==> src/rtl/memport_arbiter.sv <==
// Arbitrates the single memory port between instruction fetch and the load/store path.
// One transaction outstanding at a time; data has priority, bounded by a starvation limit.
//
// state   | meaning
// --------+------------------------------------------------------------
// IDLE    | no transaction outstanding; arbitrate and drive mem_req
// WAIT_IF | fetch granted by memory, waiting for its mem_rvalid
// WAIT_D  | data access granted by memory, waiting for its mem_rvalid
module memport_arbiter #(
    parameter int AW         = 32,
    parameter int DW         = 32,
    parameter int STARVE_LIM = 4
) (
    input  logic            clk,
    input  logic            rst_n,

    input  logic            if_req,
    input  logic [AW-1:0]   if_addr,
    output logic            if_gnt,
    output logic            if_rvalid,

    input  logic            d_req,
    input  logic            d_we,
    input  logic [AW-1:0]   d_addr,
    input  logic [DW-1:0]   d_wdata,
    input  logic [DW/8-1:0] d_be,
    output logic            d_gnt,
    output logic            d_rvalid,

    output logic [DW-1:0]   rdata,
    input  logic            pause,
    output logic            idle,

    output logic            mem_req,
    output logic            mem_we,
    output logic [AW-1:0]   mem_addr,
    output logic [DW-1:0]   mem_wdata,
    output logic [DW/8-1:0] mem_be,
    input  logic            mem_gnt,
    input  logic            mem_rvalid,
    input  logic [DW-1:0]   mem_rdata
);

    localparam int SW = $clog2(STARVE_LIM + 1);
    localparam logic [SW-1:0] SLIM = SW'(STARVE_LIM);

    typedef enum logic [1:0] {
        IDLE    = 2'd0,
        WAIT_IF = 2'd1,
        WAIT_D  = 2'd2
    } state_t;

    state_t        state, state_nxt;
    logic [SW-1:0] scnt, scnt_nxt;
    logic          if_pend;
    logic          sel_d;
    logic          sel_if;

    // pause masks fetch everywhere, including the starvation bookkeeping
    assign if_pend = if_req && !pause;
    assign sel_d   = d_req && !(if_pend && (scnt == SLIM));
    assign sel_if  = if_pend && !sel_d;

    assign rdata = mem_rdata;
    assign idle  = (state == IDLE) && !mem_req;

    always_ff @(posedge clk or negedge rst_n) begin
        if (!rst_n) begin
            state <= IDLE;
            scnt  <= '0;
        end else begin
            state <= state_nxt;
            scnt  <= scnt_nxt;
        end
    end

    always_comb begin
        state_nxt = state;
        mem_req   = 1'b0;
        mem_we    = 1'b0;
        mem_addr  = '0;
        mem_wdata = '0;
        mem_be    = '0;
        if_gnt    = 1'b0;
        d_gnt     = 1'b0;
        if_rvalid = 1'b0;
        d_rvalid  = 1'b0;

        case (state)
            IDLE: begin
                // stale mem_rvalid is deliberately ignored here
                if (sel_d) begin
                    mem_req   = 1'b1;
                    mem_we    = d_we;
                    mem_addr  = d_addr;
                    mem_wdata = d_wdata;
                    mem_be    = d_be;
                    if (mem_gnt) begin
                        d_gnt     = 1'b1;
                        state_nxt = WAIT_D;
                    end
                end else if (sel_if) begin
                    mem_req  = 1'b1;
                    mem_addr = if_addr;
                    mem_be   = '1;
                    if (mem_gnt) begin
                        if_gnt    = 1'b1;
                        state_nxt = WAIT_IF;
                    end
                end
            end
            WAIT_IF: begin
                if (mem_rvalid) begin
                    if_rvalid = 1'b1;
                    state_nxt = IDLE;
                end
            end
            WAIT_D: begin
                if (mem_rvalid) begin
                    d_rvalid  = 1'b1;
                    state_nxt = IDLE;
                end
            end
            default: state_nxt = IDLE;
        endcase
    end

    always_comb begin
        scnt_nxt = scnt;
        if (d_gnt) begin
            if (if_pend) begin
                if (scnt != SLIM) scnt_nxt = scnt + SW'(1);
            end else begin
                scnt_nxt = '0;
            end
        end else if (if_gnt) begin
            scnt_nxt = '0;
        end
    end

endmodule

==> config.mk <==
export PLATFORM = sky130hd
export DESIGN_NAME = memport_arbiter
export DESIGN_NICKNAME = d
export VERILOG_FILES = /design/src/rtl/memport_arbiter.sv
export SDC_FILE = /design/constraint.sdc
export NUM_CORES = 1
export LEC_CHECK = 0
export ABC_AREA = 1
export BUFFER_PORTS_ARGS = -buffer_cell sky130_fd_sc_hd__buf_4
export CAP_MARGIN = 20
export CORE_AREA = 2 2 95 97
export CTS_CLUSTER_DIAMETER = 200
export DETAILED_ROUTE_END_ITERATION = 16
export DIE_AREA = 0 0 97 99
export GPL_TIMING_DRIVEN = 1
export PLACE_DENSITY = 0.55
export SKIP_CTS_REPAIR_TIMING = 1
export SYNTH_ARGS = -nofsm -noshare
export SYNTH_HDL_FRONTEND = slang
export SYNTH_SLANG_ARGS = --single-unit
export TNS_END_PERCENT = 20
==> constraint.sdc <==
create_clock -name clk -period 3.6 [get_ports clk]
set_input_delay 0.36 -clock clk [delete_from_list [all_inputs] [get_ports clk]]
set_output_delay 0.36 -clock clk [all_outputs]
set_load 0.05 [all_outputs]
### Yosys cells after proc, flatten, opt, wreduce, memory -nomap -nowiden

Cells that the tools add are included.

* register bits after elaboration: 5
* word-level logic and storage cells: 58

* add/subtract/negate cells: 1
* equality and inequality tests: 9
* mux-type cells: 32
* reduce and logical (&&, ||, !) cells: 14

Operators with widths (count)
* 32-bit two-way mux: 5
* 1-bit two-way mux: 14
* 3-bit two-way mux: 4
* 4-bit two-way mux: 3
* 3-bit inequality test (second input constant): 4
* 2-bit two-way mux: 5
* 1-bit logical AND: 5
* 1-bit logical NOT: 4
* 2-bit one-hot mux with 2 select lines: 1
* 4-bit AND reduction: 1
* 3-bit by 1-bit adder with 3-bit output (second input constant): 1
* 3-bit == test (second input constant): 1
* 3-bit by 2-bit inequality test with 1-bit output (second input constant): 1
* 2-bit by 1-bit == test with 1-bit output (second input constant): 1
* 2-bit == test (second input constant): 1
* 2-bit logical NOT: 1
* 2-bit by 1-bit inequality test with 1-bit output (second input constant): 1
* 2-bit AND reduction: 1
* 2-bit nonzero test: 1
* 2-bit OR reduction: 1

### Logic depth before layout (Yosys ltp)

* word-level depth: 12
* gate-level depth with buffers: 9

### Worst setup path after synthesis

Ideal clock, no wire load.

* path kind: reg-to-output
* start: register scnt[0]
* end: output port mem_addr[12]
* arrival time: 2.140 ns
* required time: 3.240 ns
* path slack: 1.100 ns
* stages on the path, launching flop included: 9
* path through: dfrtp_1 inv_1 ha_1 nand2_2 inv_2 nand2_2 nand3_2 buf_2 o21ai_0

* cells in the longest elaborated chain, start to end: 9

Ends and longest elaborated chain
* start, declared: RTL line 54 `logic [SW-1:0] scnt, scnt_nxt;`
* start signal, assigned: RTL line 73 `scnt <= scnt_nxt;`
* 3-bit == test *: RTL line 61 `assign sel_d = d_req && !(if_pend && (scnt == SLIM));`
* 1-bit logical AND *: RTL line 61
* 1-bit logical NOT *: RTL line 61
* 1-bit logical AND *: RTL line 61
* 1-bit logical NOT: RTL line 62 `assign sel_if = if_pend && !sel_d;`
* 1-bit logical AND: RTL line 62
* 32-bit two-way mux: RTL line 102 `end else if (sel_if) begin`
* 32-bit two-way mux *: RTL line 92 `if (sel_d) begin`
* 32-bit two-way mux *: RTL line 89 `case (state)`
* end, declared: RTL line 36 `output logic [AW-1:0] mem_addr,`

Every way passes the cells marked *; elsewhere a longest branch is shown, timed or not.

### Worst setup path after layout

* start: register state[0]
* end: output port mem_addr[13]

* cells in the longest elaborated chain, start to end: 2

Ends and longest elaborated chain
* start, declared: RTL line 53 `state_t state, state_nxt;`
* start signal, assigned: RTL line 72 `state <= state_nxt;`
* 2-bit logical NOT: RTL line 89
* 32-bit two-way mux: RTL line 89

No other way between the ends.

==> reports/metrics.yaml <==
outcome:
  run_status: "finished, final reports clean"
detailed_routing:
  wl_met1_um: 2250
  dr_total_vias: 2156
  route.met3.wl_um: 699
  routed_wl_um: 6150
  first_pass_iters: 4
  antenna_left: 0
  drc: 0
  post_drt_wl_per_cell_um: 11.6
  wl_met2_um: 3140
  viasPerCell: 4.05
  highest_layer: "met4"
  drt_iter0_markers: 30
power:
  intPower_uw: 548
  p_per_area_nw_per_um2: 557
  power.static_leakage_nw: 1.77
  netSwitchingPower_mw: 1.02
  swShare_pct: 65.0
  p_comb_share_pct: 87.9
  seq_power_share_pct: 5.4
  finalPower_mw: 1.57
  ir_drop_mv: 0.274
  clkPwrFrac_pct: 6.6
synth:
  yosys_warnings: 0
  ys_ff_latch: 5
  yosysSeqAreaShare_pct: 7.92
  async_reset_ff_share_pct: 100
  avgSynthCellArea_um2: 5.64
  syn_inst: 280
  syn_nets: 425
  synth-main-ff-cell: "dfrtp_1"
  synthesis.area_um2: 1580
  synth-edff-count: 0
  synth.distinct_cells: 22
final_layout:
  fin_nets: 570
  layout_common_cells: "185 x buf_4, 82 x inv_1, 38 x nor2_1"
  final_common_cell: "buf_4"
  final_core_util_pct: 32.9
  drive_gt1_share_pct: 51.2
  final_area_um2: 2810
  diodes: 0
  final_cells: 532
  area_growth_pct: 77.8
place:
  pre_cts_slack_ns: 1.22
  numPortBuffers: 182
  place_inst: 527
  hpwl_um: 5260
  gp_congestion: 0.757
  placed_area_um2: 2760
sta:
  hold_viol: 0
  timing.final.crit_share_pct: 70.9
  whs_ns: 0.477
  finalSetupTns_ns: 0
  setup_viol: 0
  period_minus_slack_ns: 2.55
  slew_headroom_pct: 44.6
  grt_setup_unrepaired: "no"
  drv_slew: 0
  tightest_slew_ns: 0.829
  fmax_mhz: 392
  setup_ws_ns: 1.05
  finClkSkew_ns: 0.00183
global_route:
  grt_pass1_wl_um: 9400
  grt_pass1_vias: 2079
  grt_usage_pct: 11.6
  antenna_found_initial: 0
  grt-ovfl-total: 0
  grt_max_degree: 35
worst_setup_path:
  rr_endpoint: "scnt[2]"
  cpMostUsedCell: "buf_4"
  slowest_stage: "ha_1"
  crit_family: "adder cells"
  reg2reg_slack_ns: 1.67
  r2r_cells: 7
  critical-path-max-stage-delay_ns: 0.62
  start_kind: "flop"
  path_cells: "inv_1 > ha_1 > nand3_2 > buf_4 > o21ai_0 > buf_4"
  path_max_fanout: 34
  crit_type: "flop to output port"
  worst-path-stages: 6
  worstPathRequired_ns: 3.24
  crit_buf_inv: 3
  worstSetupEndpointType: "output port"
  reg2reg_from: "state[0]"
  arrival_ns: 2.19
die:
  start_util_pct: 18.5
  die_area_um2: 9600
  num_rows: 34
  ios: 247
  die_h_um: 99
  core_area_um2: 8550
  fp.dieW_um: 97
cts:
  htree_levels: 1
  path_clk_slew_ns: 0.04
  cts_tree: "done"
  clk-insertion-delay-late_ns: 0.22
  clk_path_buf_depth: 2
  clkSinkCount: 5
  root_buffer: "clkbuf_8"
  cts_buffers: 3
min_path:
  hp-class: "primary input to async pin"
job:
  cap_viol_max_count: 0
-- worst register-to-register path: stages, from the launching register on --
cell	delay, ns
dfrtp_1	0.39
inv_1	0.08
ha_1	0.62
inv_1	0.20
a21oi_2	0.26
nand2_1	0.14
nand2_1	0.08
nand2_1	0.05
-- cell families (layout without fill, tap and decap cells) --
| kind of cell | count (synthesis) | after routing | synth area share, % |
|---|---|---|---|
| buffers and inverters | 130 | 274 | 42.0 |
| AND/OR/NAND/NOR | 99 | 99 | 27.2 |
| AO/OA/AOI/OAI | 40 | 40 | 18.4 |
| adder cells (fa/ha/maj) | 5 | 5 | 3.96 |
| flip-flops | 5 | 5 | 7.92 |
| XOR/XNOR | 1 | 1 | 0.554 |
-- worst max-delay path by stage --
stage	slack [ns]	from	to
after floorplan	1.10	scnt[0]	mem_addr[12]
after global placement	1.28	state[0]	mem_addr[14]
after detailed placement	1.22	state[0]	mem_addr[14]
after CTS	0.98	state[0]	mem_addr[14]
after global routing	0.86	state[0]	mem_be[2]
final	1.05	state[0]	mem_addr[13]
-- cell type report --
| class | count | area [um2] |
|---|---|---|
| Clock buffer | 4 | 45.0 |
| Fill cell | 937 | 5740 |
| Inverter | 84 | 315 |
| Multi-Input combinational cell | 145 | 791 |
| Sequential cell | 5 | 125 |
| Tap cell | 108 | 135 |
| Timing Repair Buffer | 186 | 1400 |
-- layer usage --
layer / GRT usage [%] / up-vias
li1: - / 1073
met1: 13.1 / 922
met2: 21.5 / 153
met3: 3.33 / 8
met4: 2.82 / 0
met5: 0 / -
-- power by group through the flow --
stage | Combinational, mW | Clock, mW | Sequential, mW
global route | 1.46 | 0.113 | 0.0884
detailed placement | 1.39 | 0 | 0.0861
floorplan | 1.08 | 0 | 0.0826
CTS | 1.39 | 0.108 | 0.0855
global placement | 1.39 | 0 | 0.0850
finish | 1.38 | 0.104 | 0.0853
-- synth_stat cells, types with 3 or more instances --
cell	count	area share, %
buf_4	34	16
o21ai_2	20	11
dfrtp_1	5	7.9
o21ai_0	12	3.8
ha_1	5	4.0
buf_2	3	0.95
inv_1	82	19
nand2_2	3	1.2
nand3_1	33	10
buf_6	6	4.3
o21ai_1	5	1.6
nand2_1	23	5.5
nor2_1	38	9.0
-- registers in the layout (all words and copies together) (netlist names) --
register / cells
scnt: 3
state: 2
Note: power is estimated with default switching activity, not from simulation.
